$ cat src/rtl/harris_corner_extractor_if.sv
// Stream bundle for the corner extractor: raster score beats in, corner records out.
// Ports: in_valid/in_score (upstream, never stalled); out_valid/out_ready handshake
//        carrying out_x/out_y/out_score (show-ahead head of the record FIFO).
interface harris_corner_extractor_if #(
   parameter int SCORE_BITS = 16,
   parameter int COORD_BITS = 16
);
   logic                  in_valid;
   logic [SCORE_BITS-1:0] in_score;
   logic                  out_valid;
   logic                  out_ready;
   logic [COORD_BITS-1:0] out_x;
   logic [COORD_BITS-1:0] out_y;
   logic [SCORE_BITS-1:0] out_score;

   // master drives the score stream and consumes records; slave is the extractor
   modport master (
      output in_valid, in_score, out_ready,
      input  out_valid, out_x, out_y, out_score
   );
   modport slave (
      input  in_valid, in_score, out_ready,
      output out_valid, out_x, out_y, out_score
   );
endinterface

$ cat src/rtl/harris_corner_extractor.sv
// Turns a raster Harris score stream into (x, y, score) corner records via threshold + 1-D horizontal NMS.
// Latency: record decided on the beat after its column; out_valid rises one cycle after the FIFO write.
// Backpressure: input never stalls; records wait in the FIFO, and a full FIFO drops and counts them.
// Ports: clk, reset (async high); r_row_length/r_num_rows/r_threshold geometry and threshold;
//        bus (slave) score stream in and record handshake out; frame_done pulse; dropped_count.
module harris_corner_extractor #(
   parameter int SCORE_BITS = 16,
   parameter int COORD_BITS = 16,
   parameter int FIFO_DEPTH = 16,
   parameter int DROP_BITS  = 16
) (
   input  logic                  clk,
   input  logic                  reset,
   input  logic [COORD_BITS-1:0] r_row_length,
   input  logic [COORD_BITS-1:0] r_num_rows,
   input  logic [SCORE_BITS-1:0] r_threshold,
   harris_corner_extractor_if.slave bus,
   output logic                  frame_done,
   output logic [DROP_BITS-1:0]  dropped_count
);
   localparam int AW = $clog2(FIFO_DEPTH);
   localparam int CW = AW + 1;
   localparam logic [COORD_BITS-1:0] ONE = COORD_BITS'(1);
   localparam logic [COORD_BITS-1:0] TWO = COORD_BITS'(2);

   typedef struct packed {
      logic [COORD_BITS-1:0] x;
      logic [COORD_BITS-1:0] y;
      logic [SCORE_BITS-1:0] score;
   } rec_t;

   logic [COORD_BITS-1:0]        col_q, col_d, row_q, row_d;
   logic signed [SCORE_BITS-1:0] s_l_q, s_l_d, s_c_q, s_c_d;
   logic                         frame_done_q, frame_done_d;
   logic [DROP_BITS-1:0]         drop_q, drop_d;
   logic [AW-1:0]                wr_ptr_q, wr_ptr_d, rd_ptr_q, rd_ptr_d;
   logic [CW-1:0]                count_q, count_d, old_left;
   logic                         out_valid_q, out_valid_d;
   rec_t                         out_rec_q, out_rec_d;
   rec_t                         mem_q [FIFO_DEPTH];

   logic signed [SCORE_BITS-1:0] s_in, thr_s;
   logic last_col, last_row, corner, full, push, pop;
   rec_t wr_rec;

   always_comb begin
      s_in     = bus.in_score;
      thr_s    = r_threshold;
      last_col = (col_q == r_row_length - ONE);
      last_row = (row_q == r_num_rows - ONE);

      // Candidate is column col-1; window s_l/s_c/s_in covers col-2..col.
      corner = bus.in_valid && (col_q >= TWO) && (row_q != '0) && !last_row &&
               (s_c_q > thr_s) && (s_c_q > s_l_q) && (s_c_q >= s_in);
      wr_rec = '{x: col_q - ONE, y: row_q, score: s_c_q};

      // Full is judged on the pre-edge occupancy, so a same-edge pop cannot make room.
      full = (count_q == CW'(FIFO_DEPTH));
      push = corner && !full;
      pop  = out_valid_q && bus.out_ready;

      count_d  = count_q + CW'(push) - CW'(pop);
      wr_ptr_d = push ? wr_ptr_q + AW'(1) : wr_ptr_q;
      rd_ptr_d = pop  ? rd_ptr_q + AW'(1) : rd_ptr_q;

      // Only entries written before this edge count toward visibility; a record
      // written now appears one edge later, always already resident in mem_q.
      old_left    = count_q - CW'(pop);
      out_valid_d = (old_left != '0);
      out_rec_d   = out_valid_d ? mem_q[rd_ptr_d] : out_rec_q;

      drop_d = drop_q;
      if (corner && full && (drop_q != '1)) drop_d = drop_q + DROP_BITS'(1);

      col_d        = col_q;
      row_d        = row_q;
      s_l_d        = s_l_q;
      s_c_d        = s_c_q;
      frame_done_d = 1'b0;
      if (bus.in_valid) begin
         if (last_col) begin
            col_d        = '0;
            row_d        = last_row ? '0 : row_q + ONE;
            frame_done_d = last_row;
         end else begin
            col_d = col_q + ONE;
         end
         // Column 0 starts a fresh window; nothing carries across rows.
         s_l_d = (col_q == '0) ? '0 : s_c_q;
         s_c_d = s_in;
      end
   end

   always_ff @(posedge clk or posedge reset) begin
      if (reset) begin
         col_q        <= '0;
         row_q        <= '0;
         s_l_q        <= '0;
         s_c_q        <= '0;
         frame_done_q <= 1'b0;
         drop_q       <= '0;
         wr_ptr_q     <= '0;
         rd_ptr_q     <= '0;
         count_q      <= '0;
         out_valid_q  <= 1'b0;
         out_rec_q    <= '0;
      end else begin
         col_q        <= col_d;
         row_q        <= row_d;
         s_l_q        <= s_l_d;
         s_c_q        <= s_c_d;
         frame_done_q <= frame_done_d;
         drop_q       <= drop_d;
         wr_ptr_q     <= wr_ptr_d;
         rd_ptr_q     <= rd_ptr_d;
         count_q      <= count_d;
         out_valid_q  <= out_valid_d;
         out_rec_q    <= out_rec_d;
      end
   end

   // Storage needs no reset: it is only read once the pointers say an entry is live.
   always_ff @(posedge clk) begin
      if (push) mem_q[wr_ptr_q] <= wr_rec;
   end

   assign bus.out_valid  = out_valid_q;
   assign bus.out_x      = out_rec_q.x;
   assign bus.out_y      = out_rec_q.y;
   assign bus.out_score  = out_rec_q.score;
   assign frame_done     = frame_done_q;
   assign dropped_count  = drop_q;
endmodule
$ cat src/flat_wrapper.sv
// flat-port wrapper written by rule: the top's interface ports become plain ports
module harris_corner_extractor_flat 
#(
   parameter int SCORE_BITS = 16,
   parameter int COORD_BITS = 16,
   parameter int FIFO_DEPTH = 16,
   parameter int DROP_BITS  = 16
)
  (clk, reset, r_row_length, r_num_rows, r_threshold, frame_done, dropped_count, bus_in_valid, bus_in_score, bus_out_ready, bus_out_valid, bus_out_x, bus_out_y, bus_out_score);
  harris_corner_extractor_if #(.SCORE_BITS(SCORE_BITS), .COORD_BITS(COORD_BITS)) bus_i ();
  input  logic clk;
  input  logic reset;
  input  logic [COORD_BITS-1:0] r_row_length;
  input  logic [COORD_BITS-1:0] r_num_rows;
  input  logic [SCORE_BITS-1:0] r_threshold;
  output logic frame_done;
  output logic [DROP_BITS-1:0] dropped_count;
  input wire logic [$bits(bus_i.in_valid)-1:0] bus_in_valid;
  input wire logic [$bits(bus_i.in_score)-1:0] bus_in_score;
  input wire logic [$bits(bus_i.out_ready)-1:0] bus_out_ready;
  output wire logic [$bits(bus_i.out_valid)-1:0] bus_out_valid;
  output wire logic [$bits(bus_i.out_x)-1:0] bus_out_x;
  output wire logic [$bits(bus_i.out_y)-1:0] bus_out_y;
  output wire logic [$bits(bus_i.out_score)-1:0] bus_out_score;
  assign bus_i.in_valid = bus_in_valid;
  assign bus_i.in_score = bus_in_score;
  assign bus_i.out_ready = bus_out_ready;
  assign bus_out_valid = bus_i.out_valid;
  assign bus_out_x = bus_i.out_x;
  assign bus_out_y = bus_i.out_y;
  assign bus_out_score = bus_i.out_score;
  harris_corner_extractor #(.SCORE_BITS(SCORE_BITS), .COORD_BITS(COORD_BITS), .FIFO_DEPTH(FIFO_DEPTH), .DROP_BITS(DROP_BITS)) u_core (.clk(clk), .reset(reset), .r_row_length(r_row_length), .r_num_rows(r_num_rows), .r_threshold(r_threshold), .bus(bus_i), .frame_done(frame_done), .dropped_count(dropped_count));
endmodule
$ cat config.mk
export PLATFORM = sky130hd
export DESIGN_NAME = harris_corner_extractor_flat
export DESIGN_NICKNAME = d
export VERILOG_FILES = /design/src/rtl/harris_corner_extractor_if.sv /design/src/rtl/harris_corner_extractor.sv /design/src/flat_wrapper.sv
export SDC_FILE = /design/constraint.sdc
export NUM_CORES = 1
export LEC_CHECK = 0
export ABC_AREA = 1
export BUFFER_PORTS_ARGS = -buffer_cell sky130_fd_sc_hd__buf_2
export CORE_ASPECT_RATIO = 2
export CORE_UTILIZATION = 50
export DETAILED_ROUTE_END_ITERATION = 16
export PLACE_DENSITY = 0.79
export SLEW_MARGIN = 20
export SYNTH_ARGS = -nofsm -noshare
export SYNTH_HDL_FRONTEND = slang
export SYNTH_SLANG_ARGS = --single-unit
export TNS_END_PERCENT = 100
$ cat constraint.sdc
create_clock -name clk -period 4.8 [get_ports clk]
set_clock_uncertainty 0.2 [all_clocks]
set_input_delay 0.48 -clock clk [delete_from_list [all_inputs] [get_ports clk]]
set_output_delay 0.48 -clock clk [all_outputs]
set_load 0.02 [all_outputs]
# Word level (Yosys, flattened, before mapping)

Memories as Yosys holds them, arrays and structs flattened. A register that Yosys moved wholly into a read port is not among the register bits.
Cells that the tools add are included.

Divide/modulo/power cells: 0
Eq/ne operators: 4
Mux-type cells: 8
Order comparisons: 4
Bitwise logic cells: 0
Shifts and indexed selects: 0
$add $sub $neg: 11
Multipliers: 0
Reductions and logical operators: 16

Operator list:

| cell                                                                    | count |
|---|---|
| 16-bit by 1-bit adder with 16-bit output (second input constant)        | 3 |
| 16-bit two-way mux                                                      | 3 |
| 16-bit by 1-bit subtractor with 16-bit output (second input constant)   | 3 |
| 16-bit equality test                                                    | 2 |
| 16-bit greater-than comparator                                          | 2 |
| 16-bit >= comparator                                                    | 1 |
| 16-bit by 2-bit >= comparator with 1-bit output (second input constant) | 1 |
| 16-bit logical NOT                                                      | 1 |
| 16-bit != test (second input constant)                                  | 1 |
| 16-bit nonzero test                                                     | 1 |
| 1-bit logical AND                                                       | 10 |
| 5-bit by 1-bit subtractor with 5-bit output                             | 2 |
| 4-bit by 1-bit adder with 4-bit output (second input constant)          | 2 |
| 5-bit by 1-bit adder with 5-bit output                                  | 1 |
| 5-bit equality test (second input constant)                             | 1 |
| 5-bit nonzero test                                                      | 1 |
| 1-bit two-way mux                                                       | 4 |
| 4-bit two-way mux                                                       | 1 |
| 1-bit logical NOT                                                       | 2 |
| 2-bit AND reduction                                                     | 1 |

Register bits after elaboration: 95
ROM bits: 0
Input bits: 68
Word-level logic and storage cells: 54
Output and inout port bits: 66
Memories kept: 1
Latch bits: 0
Bits in writable memories: 768

Memory list:

| memory       | depth | bits a word | rd ports | clocked after Yosys merged registers in | write ports | RTL line                      | RTL |
|---|---|---|---|---|---|---|---|
| u_core.mem_q | 16    | 48          | 1        | 1                                       | 1           | harris_corner_extractor.sv:40 | `rec_t mem_q [FIFO_DEPTH];` |

# Longest topological paths before layout

Depth after elaboration: 10
Gate-level depth with buffers: 23
Mapped depth without buffers: 22

# Worst setup path after synthesis

OpenSTA, ideal clock, no wires.

Kind: register to register
Start: register u_core.s_c_q[15]
End: memory u_core.mem_q[0][0] (netlist bit) (enable)
Cell stages (with the launch flop): 15
Required time: 4,146 ps
Buffers on the path: 1
Arrival: 4,130 ps
Setup time: 454 ps
Period minus slack after synthesis: 4,783 ps
Setup slack: 17 ps
Cell sequence: dfrtp_1 -> ha_1 -> nand2_1 -> nor2_1 -> nand2_1 -> nor3_2 -> nand2_1 -> nand3_1 -> nand2_1 -> nand3_1 -> nand3_4 -> nor2_4 -> buf_6 -> nand2_2 -> nor2_1

Word-level cells in the longest chain between the ends: 7
Elaborated cells on any way between the ends: 9
Classes of those cells: 3 x order compare; 2 x mux; 4 x reduce/logical

Ends and longest elaborated chain:

| what                                      | RTL line                       | RTL |
|---|---|---|
| start: declaration                        | harris_corner_extractor.sv:33  | `logic signed [SCORE_BITS-1:0] s_l_q, s_l_d, s_c_q, s_c_d;` |
| start signal: assignment                  | harris_corner_extractor.sv:99  | `s_c_q <= '0;` |
| start signal: assignment                  | harris_corner_extractor.sv:111 | `s_c_q <= s_c_d;` |
| 16-bit greater-than comparator            | harris_corner_extractor.sv:54  | `(s_c_q > thr_s) && (s_c_q > s_l_q) && (s_c_q >= s_in);` |
| 1-bit logical AND                         | harris_corner_extractor.sv:53  | `corner = bus.in_valid && (col_q >= TWO) && (row_q != '0) && !last_row &&` |
| 1-bit logical AND                         | harris_corner_extractor.sv:54  |  |
| 1-bit logical AND *                       | harris_corner_extractor.sv:54  |  |
| 1-bit logical AND *                       | harris_corner_extractor.sv:59  | `push = corner && !full;` |
| named net u_core.push                     | harris_corner_extractor.sv:43  | `logic last_col, last_row, corner, full, push, pop;` |
| 1-bit two-way mux *                       | harris_corner_extractor.sv:124 | `if (push) mem_q[wr_ptr_q] <= wr_rec;` |
| 1-bit two-way mux (not written as such) * | harris_corner_extractor.sv:124 |  |
| end: declaration                          | harris_corner_extractor.sv:40  |  |

The timed path passes the listed nets; every way through them passes the cells marked *.

# Worst setup path after layout

Start: register u_core.s_c_q[15]
End: memory u_core.mem_q[13][41] (netlist bit) (enable)

Word-level cells in the longest chain between the ends: 7
Elaborated cells on any way between the ends: 9
Classes of those cells: 3 x order compare; 2 x mux; 4 x reduce/logical

Ends and longest elaborated chain:

| what                                      | RTL line |
|---|---|
| 16-bit greater-than comparator            | harris_corner_extractor.sv:54 |
| 1-bit logical AND                         | harris_corner_extractor.sv:53 |
| 1-bit logical AND                         | harris_corner_extractor.sv:54 |
| 1-bit logical AND *                       | harris_corner_extractor.sv:54 |
| 1-bit logical AND *                       | harris_corner_extractor.sv:59 |
| 1-bit two-way mux *                       | harris_corner_extractor.sv:124 |
| 1-bit two-way mux (not written as such) * | harris_corner_extractor.sv:124 |

Every way passes the cells marked *; elsewhere a longest branch is shown, timed or not.

==> results.sh <==
export IMPL_synth_top_area_share_pct=58.8
export IMPL_layout_worst_path_cycle_share_pct=88.6
export IMPL_clk_pin_slew_ps=70
export IMPL_setup_tns_ps=0
export IMPL_syn_nets=3443
export IMPL_yosysWarnings=0
export IMPL_dr_pass1_iters=7
export IMPL_crit_reg2reg_capture="u_core.mem_q[13][41]"
export IMPL_finalWirelength_um=101000
export IMPL_power_density_mw_per_mm2=544
export IMPL_place_area_mm2=0.0416
export IMPL_clkSinkCount=911
export IMPL_grt_overflow_total=0
export IMPL_min_to="u_core.s_l_q[0]"
export IMPL_yosysUniqueCellTypes=50
export IMPL_crit_fanout=22
export IMPL_crit_path_end_kind="register"
export IMPL_cts_root_buf="clkbuf_16"
export IMPL_cts_tree="done"
export IMPL_drc=0
export IMPL_wire_per_inst_um=22.5
export IMPL_synthTopCellsByCount="edfxtp_1 (768), nor2_1 (547), o21ai_0 (432)"
export IMPL_yosysSeqAreaShare_pct=68.0
export IMPL_async_flop_share_pct=15.7
export IMPL_synthCells=3304
export IMPL_critPathKind="reg -> reg"
export IMPL_ctsResizeCount=0
export IMPL_coreArea_mm2=0.0773
export IMPL_whs_path_depth=2
export IMPL_setup_viol=0
export IMPL_crit_path_top_delay_cell="dfrtp_1"
export IMPL_vdd_drop_max_mv=0.495
export IMPL_crit_top_cell="nand2_1"
export IMPL_via_per_inst=6.05
export IMPL_grt_use_total_pct=25.6
export IMPL_die_area_mm2=0.0796
export IMPL_ys_flop_type="edfxtp_1"
export IMPL_startpoint_type="register"
export IMPL_drtIter0Drc=3029
export IMPL_reg2reg_from="u_core.s_c_q[15]"
export IMPL_vias=27300
export IMPL_min_from="u_core.s_l_q[0]"
export IMPL_hold_class="reg -> reg"
export IMPL_clockBufferDepth=3
export IMPL_crit_family="simple AND/OR/NAND/NOR gates"
export IMPL_ys_ff_latch=911
export IMPL_final_min_clock_period_ps=4250
export IMPL_slew_viol_final=0
export IMPL_yosysMostFrequentCell="edfxtp_1"
export IMPL_boundaryPins=134
export IMPL_die_y_um=398
export IMPL_leakagePower_nw=16.6
export IMPL_cpPeakStageDelay_ps=680
export IMPL_nNetsFinal=3562
export IMPL_outcome="finished, final reports clean"
export IMPL_cp_cell_sequence="ha_1 > nand2_1 > nor2_1 > nand2_1 > nor3_2 > nand2_1 > nand3_1 > nand2_1 > nand3_1 > nand3_4 > nor2_4 > nand2_1 > nor2_4 > buf_12"
export IMPL_worstMarginPinSlew_ps=1180
export IMPL_timing_critical_path_required_ps=4930
export IMPL_max_freq_ghz=0.235
export IMPL_dpl_hpwl_um=60100
export IMPL_initial_core_util_pct=50.7
export IMPL_detail_route_antenna_nets=0
export IMPL_cap_violations=0
export IMPL_rows=144
export IMPL_slew_headroom_pct=20.8
export IMPL_synth_largest_area_cell="edfxtp_1"
export IMPL_critical_path_buf_inv_count=1
export IMPL_syn2layout_area_growth_pct=13.3
export IMPL_place_gp_congestion=0.893
export IMPL_reg2reg_slack_ps=550
export IMPL_numCtsBuffers=75
export IMPL_fin_area_mm2=0.0444
export IMPL_critical_path_arrival_ps=4380
export IMPL_portBuffers=133
export IMPL_antenna_found_initial=0
export IMPL_synth_edf_count=768
export IMPL_netlist_area_mm2=0.0392
export IMPL_clk_insertion_delay_late_ps=640
export IMPL_ys_top_cells_by_area="edfxtp_1 (59%), dfrtp_1 (9.1%), o21ai_0 (5.5%)"
export IMPL_htree_levels=3
export IMPL_layout_drive_gt1_share_pct=12.3
export IMPL_grt_max_degree=161
export IMPL_first_global_vias=26900
export IMPL_grt_pass1_wl_um=153000
export IMPL_rsz0062_at_grt="false"
export IMPL_final_hold_violation_count=0
export IMPL_n_antenna_cell=0
export IMPL_ff2ff_path_depth=14
export IMPL_avgSynthCellArea_um2=11.9
export IMPL_chipWidth_um=200
[metrics by stage]
stage          worst slack, ps  power, mW  hold slack, ps  std cells  util (%)
4_1_cts                    547       24.2             310       4505      57.5
5_1_grt                    319       25.2             337       4505      57.5
6_report                   548       24.2             300       4505      57.5
3_3_place_gp               656       17.3             281       4350      53.8
3_5_place_dp               565       17.6             295       4350      53.8
2_1_floorplan             16.6       14.7             254       3304         -
[flip-flops by register name, summed over array words and instances, names as in the netlist]
signal / cells
u_core.mem_q: 768
u_core.bus.out_score: 16
u_core.bus.out_x: 16
u_core.bus.out_y: 16
u_core.col_q: 16
u_core.dropped_count: 16
u_core.row_q: 16
u_core.s_c_q: 16
u_core.s_l_q: 16
u_core.count_q: 5
u_core.rd_ptr_q: 4
u_core.wr_ptr_q: 4
u_core.bus.out_valid: 1
u_core.frame_done: 1
[cells in the final DEF (no fill, tap or decap), types with 3 or more instances in the layout]
cell type      count
buf_12            33
xnor2_1           22
nor2_2            10
o211ai_1          19
o21ai_0          431
nand2_2           17
xor2_2             4
inv_2              6
a21oi_1           26
xor2_1            68
clkinv_2          19
nor3_1            21
dfrtp_1          143
ha_1              70
nand2_1          270
a31oi_1           48
nand3b_1           3
o21bai_1          17
clkbuf_1          10
o22ai_1           18
nor2_4            24
nor2_1           531
nand4_1           18
buf_2            133
o21ai_1            5
buf_4             54
edfxtp_1         768
inv_1            180
nand3_2            4
nand3_1          169
dlygate4sd3_1     18
nor4_1             9
o221ai_1         174
bufinv_16         14
clkinv_1           7
clkinvlp_4         5
clkbuf_16         78
[tightest hold or removal path: stages (launching register included)]
cell and delay [ps]:
dfrtp_1 350, nand2_1 60, nand2_1 60
[logic make-up after synthesis]
logic type	synth area share (%)
and+or+nand+nor	11.9
AOI/OAI and AO/OA	11.7
adders and majority gates	2.29
xor gates and xnor gates	2.18
buffers and inverters	3.98
DFF	68.0
[report_power, final]
group | total (mW) | internal, mW | switching (mW)
logic | 8.12 | 2.45 | 5.67
clock network | 6.59 | 3.78 | 2.81
registers | 9.45 | 9.09 | 0.361
total | 24.2 | 15.3 | 8.84
[routing by layer]
layer	track usage, %	up-vias	wire length [µm]
met2	45.7	1438	53200
met4	13.2	0	4900
met3	3.67	284	7850
met1	29.5	13400	35300
li1	-	12200	-
met5	0	-	0
[what timing repair did]
item,CTS,global route
buffers inserted,0,0
endpoints found under the hold margin,79,0
endpoints found under the setup margin,0,0
hold buffers,18,0
[worst max path at each step]
stage	from	endpoint	slack, ps	cells after the start
floorplan	u_core.s_c_q[15]	u_core.mem_q[0][0]	20	14
global placement	u_core.s_c_q[15]	u_core.mem_q[13][37]	660	14
detailed placement	u_core.s_c_q[15]	u_core.mem_q[13][37]	570	14
CTS	u_core.s_c_q[15]	u_core.mem_q[13][36]	550	14
global route	u_core.s_c_q[15]	u_core.mem_q[13][36]	320	14
finish	u_core.s_c_q[15]	u_core.mem_q[13][41]	550	14
[area by class of cell]
type / count / area, µm²
Sequential cell: 911 / 26600
Inverter: 192 / 739
Clock buffer: 90 / 2020
Tap cell: 1022 / 1280
Multi-Input combinational cell: 2005 / 11200
Clock inverter: 47 / 618
Timing Repair Buffer: 238 / 1910
Fill cell: 5949 / 32900
(Power assumes the default switching activity.)
